[src/rtl/arm_ldm_sequencer_if.sv]
// Bus between the decode stage and the LDM/STM sequencer: the decoded
// block-transfer request going in, and the transfer/writeback micro-ops coming out.
interface arm_ldm_sequencer_if #(
  parameter int NREGS  = 16,
  parameter int ADDR_W = 32
);
  localparam int IDX_W = $clog2(NREGS);

  logic              start;
  logic [NREGS-1:0]  reglist;
  logic              load;
  logic              up;
  logic              pre;
  logic              wb;
  logic [IDX_W-1:0]  base_reg;
  logic [ADDR_W-1:0] base;
  logic              hold;
  logic              flush;

  logic              busy;
  logic              stallF;
  logic              uop_valid;
  logic [IDX_W-1:0]  uop_reg;
  logic [ADDR_W-1:0] uop_addr;
  logic              uop_load;
  logic              uop_last;
  logic              wb_valid;
  logic [ADDR_W-1:0] wb_value;
  logic              done;

  modport master (
    output start, reglist, load, up, pre, wb, base_reg, base, hold, flush,
    input  busy, stallF, uop_valid, uop_reg, uop_addr, uop_load, uop_last,
           wb_valid, wb_value, done
  );

  modport slave (
    input  start, reglist, load, up, pre, wb, base_reg, base, hold, flush,
    output busy, stallF, uop_valid, uop_reg, uop_addr, uop_load, uop_last,
           wb_valid, wb_value, done
  );
endinterface

[src/rtl/arm_ldm_sequencer.sv]
// Expands one decoded LDM/STM into per-register transfer micro-ops (ascending
// index, ascending address), followed by an optional base-writeback micro-op.
module arm_ldm_sequencer #(
  parameter int NREGS  = 16,
  parameter int ADDR_W = 32,
  parameter int STEP   = 4
) (
  input logic                clk,
  input logic                rst,
  arm_ldm_sequencer_if.slave bus_io
);
  localparam int IDX_W = $clog2(NREGS);
  localparam int CNT_W = $clog2(NREGS + 1);

  typedef enum logic [1:0] {IDLE, XFER, WB} state_t;

  function automatic logic [CNT_W-1:0] popcount(input logic [NREGS-1:0] v);
    logic [CNT_W-1:0] c;
    c = '0;
    for (int i = 0; i < NREGS; i++) c = c + CNT_W'(v[i]);
    return c;
  endfunction

  function automatic logic [IDX_W-1:0] lowestIdx(input logic [NREGS-1:0] v);
    logic [IDX_W-1:0] r;
    r = '0;
    for (int i = NREGS - 1; i >= 0; i--) if (v[i]) r = IDX_W'(i);
    return r;
  endfunction

  state_t            state_q, state_d;
  logic [NREGS-1:0]  pend_q, pend_d;
  logic              wbEn_q, wbEn_d;
  logic              busy_q, busy_d;
  logic              uopValid_q, uopValid_d;
  logic [IDX_W-1:0]  uopReg_q, uopReg_d;
  logic [ADDR_W-1:0] uopAddr_q, uopAddr_d;
  logic              uopLoad_q, uopLoad_d;
  logic              uopLast_q, uopLast_d;
  logic              wbValid_q, wbValid_d;
  logic [ADDR_W-1:0] wbValue_q, wbValue_d;
  logic              done_q, done_d;

  logic [CNT_W-1:0]  n;
  logic [ADDR_W-1:0] nStep;
  logic [ADDR_W-1:0] lowAddr;
  logic [ADDR_W-1:0] newBase;
  logic [IDX_W-1:0]  firstIdx;
  logic [NREGS-1:0]  restList;
  logic [IDX_W-1:0]  nextIdx;
  logic [NREGS-1:0]  nextPend;
  logic              accept;
  logic              lastBusy;

  // Request-side arithmetic; all address math wraps modulo 2^ADDR_W.
  always_comb begin
    n        = popcount(bus_io.reglist);
    nStep    = ADDR_W'(n) * ADDR_W'(STEP);
    case ({bus_io.up, bus_io.pre})
      2'b11:   lowAddr = bus_io.base + ADDR_W'(STEP);
      2'b10:   lowAddr = bus_io.base;
      2'b01:   lowAddr = bus_io.base - nStep;
      default: lowAddr = bus_io.base - nStep + ADDR_W'(STEP);
    endcase
    newBase  = bus_io.up ? bus_io.base + nStep : bus_io.base - nStep;
    firstIdx = lowestIdx(bus_io.reglist);
    restList = bus_io.reglist & ~(NREGS'(1) << firstIdx);
    nextIdx  = lowestIdx(pend_q);
    nextPend = pend_q & ~(NREGS'(1) << nextIdx);
  end

  always_comb begin
    state_d    = state_q;
    pend_d     = pend_q;
    wbEn_d     = wbEn_q;
    uopValid_d = uopValid_q;
    uopReg_d   = uopReg_q;
    uopAddr_d  = uopAddr_q;
    uopLoad_d  = uopLoad_q;
    uopLast_d  = uopLast_q;
    wbValid_d  = wbValid_q;
    wbValue_d  = wbValue_q;
    done_d     = 1'b0;
    if (bus_io.flush) begin
      state_d    = IDLE;
      uopValid_d = 1'b0;
      uopLast_d  = 1'b0;
      wbValid_d  = 1'b0;
    end else if (!bus_io.hold) begin
      case (state_q)
        IDLE: begin
          uopValid_d = 1'b0;
          uopLast_d  = 1'b0;
          wbValid_d  = 1'b0;
          if (bus_io.start) begin
            uopLoad_d = bus_io.load;
            wbValue_d = newBase;
            // A base register that is also loaded keeps the loaded value.
            wbEn_d    = bus_io.wb & ~(bus_io.load & bus_io.reglist[bus_io.base_reg]);
            if (n != '0) begin
              state_d    = XFER;
              uopValid_d = 1'b1;
              uopReg_d   = firstIdx;
              uopAddr_d  = lowAddr;
              uopLast_d  = (restList == '0);
              pend_d     = restList;
            end else if (bus_io.wb) begin
              state_d   = WB;
              wbValid_d = 1'b1;
            end else begin
              done_d = 1'b1;
            end
          end
        end
        XFER: begin
          if (uopLast_q) begin
            uopValid_d = 1'b0;
            uopLast_d  = 1'b0;
            if (wbEn_q) begin
              state_d   = WB;
              wbValid_d = 1'b1;
            end else begin
              state_d = IDLE;
              done_d  = 1'b1;
            end
          end else begin
            uopReg_d  = nextIdx;
            uopAddr_d = uopAddr_q + ADDR_W'(STEP);
            pend_d    = nextPend;
            uopLast_d = (nextPend == '0);
          end
        end
        WB: begin
          state_d   = IDLE;
          wbValid_d = 1'b0;
          done_d    = 1'b1;
        end
        default: state_d = IDLE;
      endcase
    end
    busy_d = (state_d != IDLE);
  end

  always_ff @(posedge clk or posedge rst) begin
    if (rst) begin
      state_q    <= IDLE;
      pend_q     <= '0;
      wbEn_q     <= 1'b0;
      busy_q     <= 1'b0;
      uopValid_q <= 1'b0;
      uopReg_q   <= '0;
      uopAddr_q  <= '0;
      uopLoad_q  <= 1'b0;
      uopLast_q  <= 1'b0;
      wbValid_q  <= 1'b0;
      wbValue_q  <= '0;
      done_q     <= 1'b0;
    end else begin
      state_q    <= state_d;
      pend_q     <= pend_d;
      wbEn_q     <= wbEn_d;
      busy_q     <= busy_d;
      uopValid_q <= uopValid_d;
      uopReg_q   <= uopReg_d;
      uopAddr_q  <= uopAddr_d;
      uopLoad_q  <= uopLoad_d;
      uopLast_q  <= uopLast_d;
      wbValid_q  <= wbValid_d;
      wbValue_q  <= wbValue_d;
      done_q     <= done_d;
    end
  end

  // The fetch stall drops one cycle early so F/D restarts in step with the last micro-op.
  always_comb begin
    accept   = (state_q == IDLE) && bus_io.start && !bus_io.hold && !bus_io.flush;
    lastBusy = ((state_q == XFER) && uopLast_q && !wbEn_q) || (state_q == WB);
    bus_io.stallF = !rst && ((accept && ((n != '0) || bus_io.wb)) ||
                             ((state_q != IDLE) && !lastBusy));
  end

  assign bus_io.busy      = busy_q;
  assign bus_io.uop_valid = uopValid_q;
  assign bus_io.uop_reg   = uopReg_q;
  assign bus_io.uop_addr  = uopAddr_q;
  assign bus_io.uop_load  = uopLoad_q;
  assign bus_io.uop_last  = uopLast_q;
  assign bus_io.wb_valid  = wbValid_q;
  assign bus_io.wb_value  = wbValue_q;
  assign bus_io.done      = done_q;
endmodule

[src/flat_wrapper.sv]
// flat-port wrapper written by rule: the top's interface ports become plain ports
module arm_ldm_sequencer_flat 
#(
  parameter int NREGS  = 16,
  parameter int ADDR_W = 32,
  parameter int STEP   = 4
)
  (clk, rst, bus_io_start, bus_io_reglist, bus_io_load, bus_io_up, bus_io_pre, bus_io_wb, bus_io_base_reg, bus_io_base, bus_io_hold, bus_io_flush, bus_io_busy, bus_io_stallF, bus_io_uop_valid, bus_io_uop_reg, bus_io_uop_addr, bus_io_uop_load, bus_io_uop_last, bus_io_wb_valid, bus_io_wb_value, bus_io_done);
  arm_ldm_sequencer_if #(.NREGS(NREGS), .ADDR_W(ADDR_W)) bus_io_i ();
  input logic clk;
  input logic rst;
  input wire logic [$bits(bus_io_i.start)-1:0] bus_io_start;
  input wire logic [$bits(bus_io_i.reglist)-1:0] bus_io_reglist;
  input wire logic [$bits(bus_io_i.load)-1:0] bus_io_load;
  input wire logic [$bits(bus_io_i.up)-1:0] bus_io_up;
  input wire logic [$bits(bus_io_i.pre)-1:0] bus_io_pre;
  input wire logic [$bits(bus_io_i.wb)-1:0] bus_io_wb;
  input wire logic [$bits(bus_io_i.base_reg)-1:0] bus_io_base_reg;
  input wire logic [$bits(bus_io_i.base)-1:0] bus_io_base;
  input wire logic [$bits(bus_io_i.hold)-1:0] bus_io_hold;
  input wire logic [$bits(bus_io_i.flush)-1:0] bus_io_flush;
  output wire logic [$bits(bus_io_i.busy)-1:0] bus_io_busy;
  output wire logic [$bits(bus_io_i.stallF)-1:0] bus_io_stallF;
  output wire logic [$bits(bus_io_i.uop_valid)-1:0] bus_io_uop_valid;
  output wire logic [$bits(bus_io_i.uop_reg)-1:0] bus_io_uop_reg;
  output wire logic [$bits(bus_io_i.uop_addr)-1:0] bus_io_uop_addr;
  output wire logic [$bits(bus_io_i.uop_load)-1:0] bus_io_uop_load;
  output wire logic [$bits(bus_io_i.uop_last)-1:0] bus_io_uop_last;
  output wire logic [$bits(bus_io_i.wb_valid)-1:0] bus_io_wb_valid;
  output wire logic [$bits(bus_io_i.wb_value)-1:0] bus_io_wb_value;
  output wire logic [$bits(bus_io_i.done)-1:0] bus_io_done;
  assign bus_io_i.start = bus_io_start;
  assign bus_io_i.reglist = bus_io_reglist;
  assign bus_io_i.load = bus_io_load;
  assign bus_io_i.up = bus_io_up;
  assign bus_io_i.pre = bus_io_pre;
  assign bus_io_i.wb = bus_io_wb;
  assign bus_io_i.base_reg = bus_io_base_reg;
  assign bus_io_i.base = bus_io_base;
  assign bus_io_i.hold = bus_io_hold;
  assign bus_io_i.flush = bus_io_flush;
  assign bus_io_busy = bus_io_i.busy;
  assign bus_io_stallF = bus_io_i.stallF;
  assign bus_io_uop_valid = bus_io_i.uop_valid;
  assign bus_io_uop_reg = bus_io_i.uop_reg;
  assign bus_io_uop_addr = bus_io_i.uop_addr;
  assign bus_io_uop_load = bus_io_i.uop_load;
  assign bus_io_uop_last = bus_io_i.uop_last;
  assign bus_io_wb_valid = bus_io_i.wb_valid;
  assign bus_io_wb_value = bus_io_i.wb_value;
  assign bus_io_done = bus_io_i.done;
  arm_ldm_sequencer #(.NREGS(NREGS), .ADDR_W(ADDR_W), .STEP(STEP)) u_core (.clk(clk), .rst(rst), .bus_io(bus_io_i));
endmodule
[config.mk]
export PLATFORM = sky130hd
export DESIGN_NAME = arm_ldm_sequencer_flat
export DESIGN_NICKNAME = d
export VERILOG_FILES = /design/src/rtl/arm_ldm_sequencer_if.sv /design/src/rtl/arm_ldm_sequencer.sv /design/src/flat_wrapper.sv
export SDC_FILE = /design/constraint.sdc
export NUM_CORES = 1
export LEC_CHECK = 0
export ABC_AREA = 1
export CAP_MARGIN = 5
export CORE_UTILIZATION = 31
export DETAILED_ROUTE_END_ITERATION = 10
export PLACE_DENSITY = 0.53
export SYNTH_ARGS = -nofsm -noshare
export SYNTH_HDL_FRONTEND = slang
export SYNTH_SLANG_ARGS = --single-unit
[constraint.sdc]
create_clock -name clk -period 29.2 [get_ports clk]
set_input_delay 8.76 -clock clk [delete_from_list [all_inputs] [get_ports clk]]
set_output_delay 8.76 -clock clk [all_outputs]
set_load 0.05 [all_outputs]
Word-level counts from Yosys, hierarchy flattened
Cells that the tools add are included.
W data, S select, Z words.
- logic and storage cells: 169
- register bits: 93
- bits of input ports: 61
- output and inout bits: 75
- shift operators: 2
- bitwise logic cells: 9
- $lt $le $gt $ge: 1
- eq/ne operators: 11
- reduce and logical (&&, ||, !) cells: 30
- add/sub/neg operators: 20
- multiplexer cells: 84
- operators by type and width (operator ; count):
    $mux W4 ; 35
    $mux W32 ; 4
    $add A32 B3 Y32 const B ; 3
    $pmux W32 S3 ; 1
    $add A5 B1 Y5 ; 14
    $pmux W32 S2 ; 1
    $mux W16 ; 3
    $add A32 B7 Y32 ; 1
    $and A16 B16 Y16 ; 2
    $logic_not A16 Y1 ; 2
    $not A16 Y16 ; 2
    $pmux W16 S2 ; 1
    $shl A1 B4 Y16 const A ; 2
    $sub A32 B7 Y32 ; 1
    $mux W1 ; 25
    $mux W2 ; 7
    $logic_and A1 B1 Y1 ; 8
    $pmux W4 S2 ; 1
    $reduce_and A4 Y1 ; 2
    $eq A2 B2 Y1 const B ; 3
    $ne A2 B2 Y1 const B ; 3
    $ne A3 B2 Y1 const B ; 2
    $pmux W1 S3 ; 2
    $reduce_and A6 Y1 ; 1
    18 further kinds ; 31

Logic depth before layout (Yosys ltp)
Gate-level depths: netlist (run 1).
- depth in word-level cells: 25
- depth in mapped cells: 38
- mapped depth without buffers: 38

Worst setup path after synthesis (run 1)
OpenSTA, ideal clock, no wires.
- path type: input to output
- start point: input port bus_io_reglist[0]
- end point: output port bus_io_stallF
- arrival: 13.082 ns
- buffers on the path: 0
- path slack: 7.358 ns
- cell stages on the path: 16
- cells stage by stage: ha_1 -> inv_1 -> fa_1 -> fa_1 -> fa_1 -> fa_1 -> fa_1 -> fa_1 -> nor2_1 -> o21ai_0 -> inv_1 -> nor4_1 -> nand2_1 -> or2_2 -> nand2_1 -> a21oi_1
- longest elaborated chain between the ends: 20
- RTL lines (item ; line ; RTL):
    from (decl) ; flat_wrapper.sv:13 ; input wire logic [$bits(bus_io_i.reglist)-1:0] bus_io_reglist;
    $add A1 B1 Y2 ; arm_ldm_sequencer.sv:20 ; for (int i = 0; i < NREGS; i++) c = c + CNT_W'(v[i]);
    $add A5 B1 Y5 (14 in series) ; arm_ldm_sequencer.sv:20 ;
    $reduce_bool A5 Y1 ; arm_ldm_sequencer.sv:178 ; bus_io.stallF = !rst && ((accept && ((n != '0) || bus_io.wb)) ||
    $logic_or A1 B1 Y1 ; arm_ldm_sequencer.sv:178 ;
    $logic_and A1 B1 Y1 ; arm_ldm_sequencer.sv:178 ;
    $logic_or A1 B1 Y1 ; arm_ldm_sequencer.sv:178 ;
    $logic_and A1 B1 Y1 ; arm_ldm_sequencer.sv:178 ;
    to (decl) ; flat_wrapper.sv:23 ; output wire logic [$bits(bus_io_i.stallF)-1:0] bus_io_stallF;
No other way between the ends.

Worst setup path in the final report (run 1)
Ends and elaborated chain as after synthesis.

==> run metrics, run 1 <==
status complete, no violations; gr ovfl total 0; P_leak 5.51 nW; register area share after synthesis 23.5%; Sink Count 93; Routed WL 37200 um; most frequent cell after synthesis nand2_1; clk buf depth 2; DR WL/cell 17.3 um; via count 11100; first-pass GRT wire length 58500 um; # rows 65; antenna violations before repair 0; largest net degree at the start of global routing 66; Final Slew Violations 0; Max VDD drop 0.0421 mV; kind of critical path input pin to output pin; FF+latch area 2330 um2; drt pass-1 iters 5; Yosys top cell area share 23.5%; synth unique cells 54; htree depth 3; Worst Path Required 20.44 ns; period utilisation layout 78.5%; cts repair resizes 0; # setup viols final 0; fmax 0.0436 GHz; syn_nets 1738; Finished Core Util 37.8%; largest area contributor in the netlist dfrtp_1; number of placed I/O pins 136; Clock Pin Slew Worst Setup and Hold Paths 0.07 ns; vias in the first global route 10600; DRC 0; Slowest-stage cell, CP clkdlybuf4s50_1; crit path launch type input pin; CTS Root Cell clkbuf_16; CP max FO 4; Die Y 181 um; pre-CTS worst setup slack 6.21 ns; Design Power 1.02 mW; Worst-Margin Slew 0.915 ns; Mapped Cells 1639; Worst-Skew Late Latency 0.38 ns; GRT Total Usage 23.0%; Commonest cells post-synth 479 x nand2_1, 199 x inv_1, 174 x nor2_1; Mapped Area 9890 um2; #FFs+latches synth 93; CP peak stage delay 0.69 ns; largest cells by area after synthesis dfrtp_1 24%, nand2_1 18%, inv_1 7.6%; PortBufs 135; fraction of layout cells with a size suffix above 1 4.42%; # fillers 3485; cts bufs inserted 9; Final ANT Viol Nets 0; Layout area overhead 20.2%; Synth Warn # 0; WP data arrival 14.16 ns; CP cell instances clkdlybuf4s50_1 -> ha_1 -> inv_1 -> fa_1 -> fa_1 -> fa_1 -> fa_1 -> fa_1 -> fa_1 -> inv_1 -> nor4_1 -> nand2_1 -> or2_2 -> nand2_1 -> a21oi_1 -> clkdlybuf4s50_1; post-synthesis async set-or-reset flop share 100%; CORE AREA 31500 um2; ant diodes 0; min Tclk post-route 22.92 ns; global placer's final weighted congestion 0.983; Worst Clk Skew 0.0108 ns; Placed Instance Area 11600 um2; TritonCTS clock tree yes; Nets 1837; HP Class register to register; Via density 5.16; Die Wd 181 um; Slew HR 39.0%; Final Instance Area 11900 um2; DP Wirelength 29400 um; Die ar. 32600 um2; Final Hold Fails 0; drt initial violations 759; Post-synth top flop dfrtp_1; Worst path most repeated cell fa_1; Synth Area per Inst 6.03 um2; area of the multi-input gates 6540 um2; Max-Cap Viols 0; CP endpoint kind output pin; pwr dens 85.5 nW/um2; CTS Hold Buffers Added 0; EDFF count, synth 0; RSZ-0062 raised after global routing no; Initial Util 31.4%; total setup buffers inserted after CTS 0; Setup WS post-layout 6.28 ns; setup TNS 0 ns
==> layout make-up <==
| type | instances | share of cell area [%] |
|---|---|---|
| Inverter | 213 | 6.75 |
| Timing Repair Buffer | 145 | 12.0 |
| Clock inverter | 7 | 0.516 |
| Clock buffer | 9 | 1.90 |
| Tap cell | 402 | 4.23 |
| Sequential cell | 93 | 19.6 |
| Multi-Input combinational cell | 1276 | 55.0 |
==> critical path, delay by kind of cell <==
kind / cells / cell delay, ns
AND/OR/NAND/NOR: 4 / 0.85
adder cells (fa/ha/maj): 7 / 3.13
AO/OA/AOI/OAI: 1 / 0.05
buffers and inverters: 4 / 1.35
==> layer usage <==
metal	vias up	routed length (um)	GRT usage (%)
met1	5164	16400	29.3
met5	-	0	0
met3	37	1770	3.35
met4	0	723	6.80
li1	5570	-	-
met2	292	18300	39.9
==> final timing paths <==
| check | start | slack (ns) | endpoint | depth (start not counted) |
|---|---|---|---|---|
| worst max-delay path | bus_io_reglist[0] | 6.28 | bus_io_stallF | 16 |
| worst min-delay path | u_core.bus_io.wb_value[13]$_DFFE_PP0P_ | 0.48 | u_core.bus_io.wb_value[13]$_DFFE_PP0P_ | 2 |
| worst max register to register | u_core.state_q[1]$_DFF_PP0_ | 25.94 | u_core.pend_q[10]$_DFFE_PP0P_ | 11 |
| worst min register to register | u_core.bus_io.wb_value[13]$_DFFE_PP0P_ | 0.48 | u_core.bus_io.wb_value[13]$_DFFE_PP0P_ | 2 |
| max in group asynchronous | rst | 19.20 | u_core.bus_io.wb_value[16]$_DFFE_PP0P_ | 3 |
| min in group asynchronous | rst | 8.75 | u_core.bus_io.busy$_DFF_PP0_ | 2 |
==> per-stage QoR <==
stage / cells / hold slack [ns]
after floorplan: 1639 / 0.506
after global placement: 2129 / 0.458
after detailed placement: 2129 / 0.471
after CTS: 2145 / 0.490
after global routing: 2145 / 0.516
final: 2145 / 0.482
==> power by group <==
group	total, mW	switching [mW]	internal [mW]	leakage, nW
clock	0.121	0.0609	0.0598	0.141
sequential	0.229	0.0488	0.180	1.13
combinational	0.667	0.457	0.210	4.25
total	1.02	0.567	0.449	5.51
==> placed cells by master (no fill, tap or decap), types with 4 or more instances in the layout <==
cell and instances:
dfrtp_1 93, o21ai_1 23, nand2_1 479, or2_2 5
inv_2 9, o211ai_1 16, clkinv_1 5, o22ai_1 18
nor3_2 4, a31oi_1 19, nor2_2 9, clkbuf_16 9
o21ai_0 115, xor2_1 43, nand4_1 45, nand3_1 101
fa_1 12, nor2_1 173, ha_1 25, inv_1 198
buf_4 10, o21a_1 4, nor3_1 23, o21bai_1 4
nand3b_1 4, a21oi_1 93, nand2_2 6, a22oi_1 7
clkdlybuf4s50_1 135, nor4_1 11
==> kinds of logic after synthesis <==
kind of cell	synth area share, %
simple gates	37.5
compound gates	18.6
buf+inv	10.4
flops	23.5
xor+xnor	4.07
fa+ha+maj	5.72
mux	0.114
(Power assumes the default switching activity.)
==> inputs of run 2 (changes only) <==
clock period = 22.9 ns   (was 29.2 ns; I/O delays follow)
==> run 2 against run 1 <==
  * Clock skew rose by 0.0020 ns
  * Sequential share of layout area hardly changed
  * Critical path depth is the same
  * Power is 28% higher
  * Largest cell class unchanged
==> run metrics, run 2 (synthesized netlist as in run 1, its figures left out) <==
fmax 0.0521 GHz; CP peak stage delay 0.69 ns; most frequent cells in the layout 479 x nand2_1, 198 x inv_1, 173 x nor2_1; DR top layer met4; Die Wd 181 um; Setup WS post-layout 3.72 ns; global placer's final weighted congestion 0.982; Initial Util 31.4%; buffer and inverter count on the worst path 4; sw power 727 uW; fin cells 2145; RSZ-0062 raised after global routing no; WP data arrival 12.31 ns; CTS Hold Buffers Added 0; Slew HR 39.0%; antenna violations before repair 0; cts repair resizes 0; largest delay contributor family on the critical path adder cells; Internal 574 uW; Final Slew Violations 0; Max VDD drop 0.0432 mV; fraction of layout cells with a size suffix above 1 4.42%; Comb power frac 65.4%; Routed WL 37300 um; CTS Root Cell clkbuf_16; Slowest-stage cell, CP clkdlybuf4s50_1; Worst Clk Skew 0.0129 ns; drt pass-1 iters 6; DRC 0; Clock Pin Slew Worst Setup and Hold Paths 0.07 ns; clock share of power 12.1%; vias in the first global route 10600; drt initial violations 823; # rows 65; Worst Path Required 16.03 ns; cts bufs inserted 9; Nets 1837; Inst Count DP 2129; routed wl met2 18500 um; GRT Total Usage 23.1%; CP endpoint kind output pin; Final Hold Fails 0; most common cell after layout, fill and taps aside nand2_1; # fillers 3496; clk buf depth 2; Worst path most repeated cell fa_1; Design Power 1.30 mW; period utilisation layout 83.8%; P_leak 5.52 nW; CP max FO 4; via count 11100; FF+latch area 2330 um2; CORE AREA 31500 um2; total setup buffers inserted after CTS 0; CP cell instances clkdlybuf4s50_1 -> ha_1 -> inv_1 -> fa_1 -> fa_1 -> fa_1 -> fa_1 -> fa_1 -> fa_1 -> inv_1 -> nor4_1 -> nand2_1 -> or2_2 -> nand2_1 -> a21oi_1 -> clkdlybuf4s50_1; Layout area overhead 20.2%; crit path launch type input pin; pre-CTS worst setup slack 3.66 ns; DP Wirelength 29300 um; first-pass GRT wire length 59300 um; final hold slack 0.482 ns; kind of critical path input pin to output pin; met1 WL 16500 um; Die ar. 32600 um2; setup TNS 0 ns; Sink Count 93; Sw Share 55.9%; largest net degree at the start of global routing 67; # setup viols final 0; gr ovfl total 0; Max-Cap Viols 0; TritonCTS clock tree yes; min Tclk post-route 19.18 ns; Die Y 181 um; pwr dens 109 nW/um2; Sequential Power Share 22.4%; htree depth 3; status complete, no violations; met3 wire len 1840 um; HP Class register to register; area of the multi-input gates 6540 um2; Worst-Margin Slew 0.914 ns; Worst-Skew Late Latency 0.39 ns; ant diodes 0; DR WL/cell 17.4 um; number of placed I/O pins 136; Via density 5.20; PortBufs 135; Final ANT Viol Nets 0
==> run 2: power groups by stage <==
stage          sequential, mW  clock, mW  combinational [mW]
5_1_grt                 0.303      0.169               0.935
2_1_floorplan           0.458          0               0.418
3_3_place_gp            0.294          0               0.848
6_report                0.292      0.158               0.851
4_1_cts                 0.293      0.165               0.856
3_5_place_dp            0.295          0               0.853
==> run 2: metrics by stage <==
step | cell area (um2) | utilization [%]
4_1_cts | 11900 | 37.8
2_1_floorplan | 9890 | -
5_1_grt | 11900 | 37.8
6_report | 11900 | 37.8
3_3_place_gp | 11600 | 36.8
3_5_place_dp | 11600 | 36.8
==> run 2: worst register-to-register path: stages (launching register included) <==
cell and delay, ns:
dfrtp_1 0.43, inv_1 0.15, ha_2 0.20, buf_4 0.57, nor2_1 0.21, nor3_1 0.23, nand2_1 0.07, buf_4 0.28
inv_1 0.43, buf_4 0.49, o21ai_0 0.19, a31oi_1 0.17, a21oi_1 0.06
==> run 2: final cells by class <==
cell class              instances  area share (%)
clock inverters                 7           0.558
repair buffers                145            12.0
inverters                     213            6.75
clock buffers                   9            1.89
well taps                     402            4.23
flip-flops and latches         93            19.6
multi-input cells            1276            55.0
==> run 2: worst paths after layout <==
path / start / end / cells past startpoint / slack, ns
max reg2reg: u_core.state_q[1]$_DFF_PP0_ / u_core.pend_q[10]$_DFFE_PP0P_ / 12 / 19.26
max in group asynchronous: rst / u_core.bus_io.wb_value[10]$_DFFE_PP0P_ / 3 / 14.77
min in group asynchronous: rst / u_core.bus_io.done$_DFF_PP0_ / 2 / 6.86
min reg2reg: u_core.bus_io.wb_value[22]$_DFFE_PP0P_ / u_core.bus_io.wb_value[22]$_DFFE_PP0P_ / 2 / 0.48
min: u_core.bus_io.wb_value[22]$_DFFE_PP0P_ / u_core.bus_io.wb_value[22]$_DFFE_PP0P_ / 2 / 0.48
max: bus_io_reglist[0] / bus_io_stallF / 16 / 3.72
==> run 2: metal layers <==
| layer | up-vias | track usage, % |
|---|---|---|
| met2 | 288 | 40.8 |
| met4 | 0 | 5.81 |
| met3 | 17 | 3.13 |
| li1 | 5573 | - |
| met1 | 5267 | 29.6 |
| met5 | - | 0 |
==> RTL edit, RTL diff (settings of run 2) <==
`NREGS` is set to 16 in 3 places; all go to 64.
--- a/src/rtl/arm_ldm_sequencer_if.sv
+++ b/src/rtl/arm_ldm_sequencer_if.sv
@@ -1,7 +1,7 @@
 // Bus between the decode stage and the LDM/STM sequencer: the decoded
 // block-transfer request going in, and the transfer/writeback micro-ops coming out.
 interface arm_ldm_sequencer_if #(
-  parameter int NREGS  = 16,
+  parameter int NREGS  = 64,
   parameter int ADDR_W = 32
 );
   localparam int IDX_W = $clog2(NREGS);
--- a/src/rtl/arm_ldm_sequencer.sv
+++ b/src/rtl/arm_ldm_sequencer.sv
@@ -1,7 +1,7 @@
 // Expands one decoded LDM/STM into per-register transfer micro-ops (ascending
 // index, ascending address), followed by an optional base-writeback micro-op.
 module arm_ldm_sequencer #(
-  parameter int NREGS  = 16,
+  parameter int NREGS  = 64,
   parameter int ADDR_W = 32,
   parameter int STEP   = 4
 ) (
--- a/src/flat_wrapper.sv
+++ b/src/flat_wrapper.sv
@@ -1,7 +1,7 @@
 // flat-port wrapper written by rule: the top's interface ports become plain ports
 module arm_ldm_sequencer_flat 
 #(
-  parameter int NREGS  = 16,
+  parameter int NREGS  = 64,
   parameter int ADDR_W = 32,
   parameter int STEP   = 4
 )
Ports: changed (resized bus_io_base_reg, bus_io_reglist and bus_io_uop_reg); port bits go from 136 to 188. No check against the original RTL was run, so the function may have changed too.
==> RTL edit against run 2 <==
  * Global-route usage up 0.97 points
  * Sequential cell count increased by 50
  * Wire length grew 70%
  * Cell count rose by 59%
  * Cell area increased by 60%
  * Setup slack got worse by 2.4 ns
  * Synthesized area up 61%
  * Critical path type unchanged
Power is left out: the tool's default activity adds up to more than one toggle a clock period on the data nets, which glitch-free logic cannot reach.
==> RTL edit: results (changes against run 2) <==
hold_path:
  hold_path_end: "u_core.bus_io.wb_value[4]"
  min_from: "u_core.bus_io.wb_value[4]"
global_route:
  grt_pass1_vias: 17077  # +60%
  grt_usage_pct: 24.1  # +0.97 points
  grt_pass1_wl_um: 97900  # +65%
  grt_max_degree: 102  # +52%
clock_tree:
  cts_buffers: 17  # +8
  clock_latency_ns: 0.49  # +0.10 ns
  h-tree-depth: 4  # +1
timing:
  finalCritPeriodShare_pct: 94.3  # +11 points
  final.setup_skew_ns: 0.0173  # +0.00441 ns
  holdWs_ns: 0.478  # -0.00463 ns
final_layout:
  drive_gt1_share_pct: 4.04  # -0.38 points
  nFillCells: 5596  # +60%
  fin_cells: 3418  # +59%
routing:
  vias_per_cell: 5.18  # -0.23%
  drt_iter0_markers: 1636  # +99%
outcome:
  status: "finished clean"
setup_path:
  crit_fanout: 6  # +2
  slowest_delay_ns: 0.71  # +0.02 ns
  reg2reg_depth: 75  # +63
  r2r_setup_slack_ns: 17.31  # -1.95 ns
  rr_endpoint: "u_core.bus_io.uop_last"
  critical_path_arrival_ns: 14.74  # +2.43 ns
placement:
  preCtsSetupSlack_ns: 1.31  # -2.36 ns
  gp_congestion: 0.907  # -7.6%
  port_buffers: 187  # +39%
synth:
  synthTopCellsByArea: "dfrtp_1 22%, nand2_1 18%, inv_1 8.4%"
  ys_top_cells_by_count: "774 x nand2_1, 358 x inv_1, 242 x nor2_1, 220 x o21ai_0, 218 x nand3_1"
  synth_adder_area_share_pct: 10.2  # +4.4 points
  synth-xor-area-share_pct: 3.68  # -0.40 points
  syn-mean-instance-area_um2: 6.07  # +0.64%
[RTL edit: per-layer routing]
layer / GRT usage (%) / wire (um) / vias to the layer above / part of all wire [%]
met3: 3.93 / 3650 / 74 / 5.8
met4: 7.06 / 1420 / 0 / 2.2
met2: 37.7 / 28500 / 611 / 45
met1: 33.9 / 29800 / 8398 / 47
met5: 0 / 0 / - / 0
li1: - / - / 8636 / -
[RTL edit: area by class of cell]
cell class	instances	share of cell area, %
multi-input cells	2000	55.6
clock buffers	19	2.32
clock inverters	13	1.16
well taps	672	4.41
inverters	368	7.29
repair buffers	203	10.5
flip-flops and latches	143	18.8
[RTL edit: stage by stage]
| stage | utilization (%) | area, um^2 |
|---|---|---|
| global route | 37.7 | 19100 |
| floorplan | - | 16000 |
| CTS | 37.7 | 19100 |
| global placement | 36.4 | 18400 |
| detailed placement | 36.4 | 18400 |
| finish | 37.7 | 19100 |
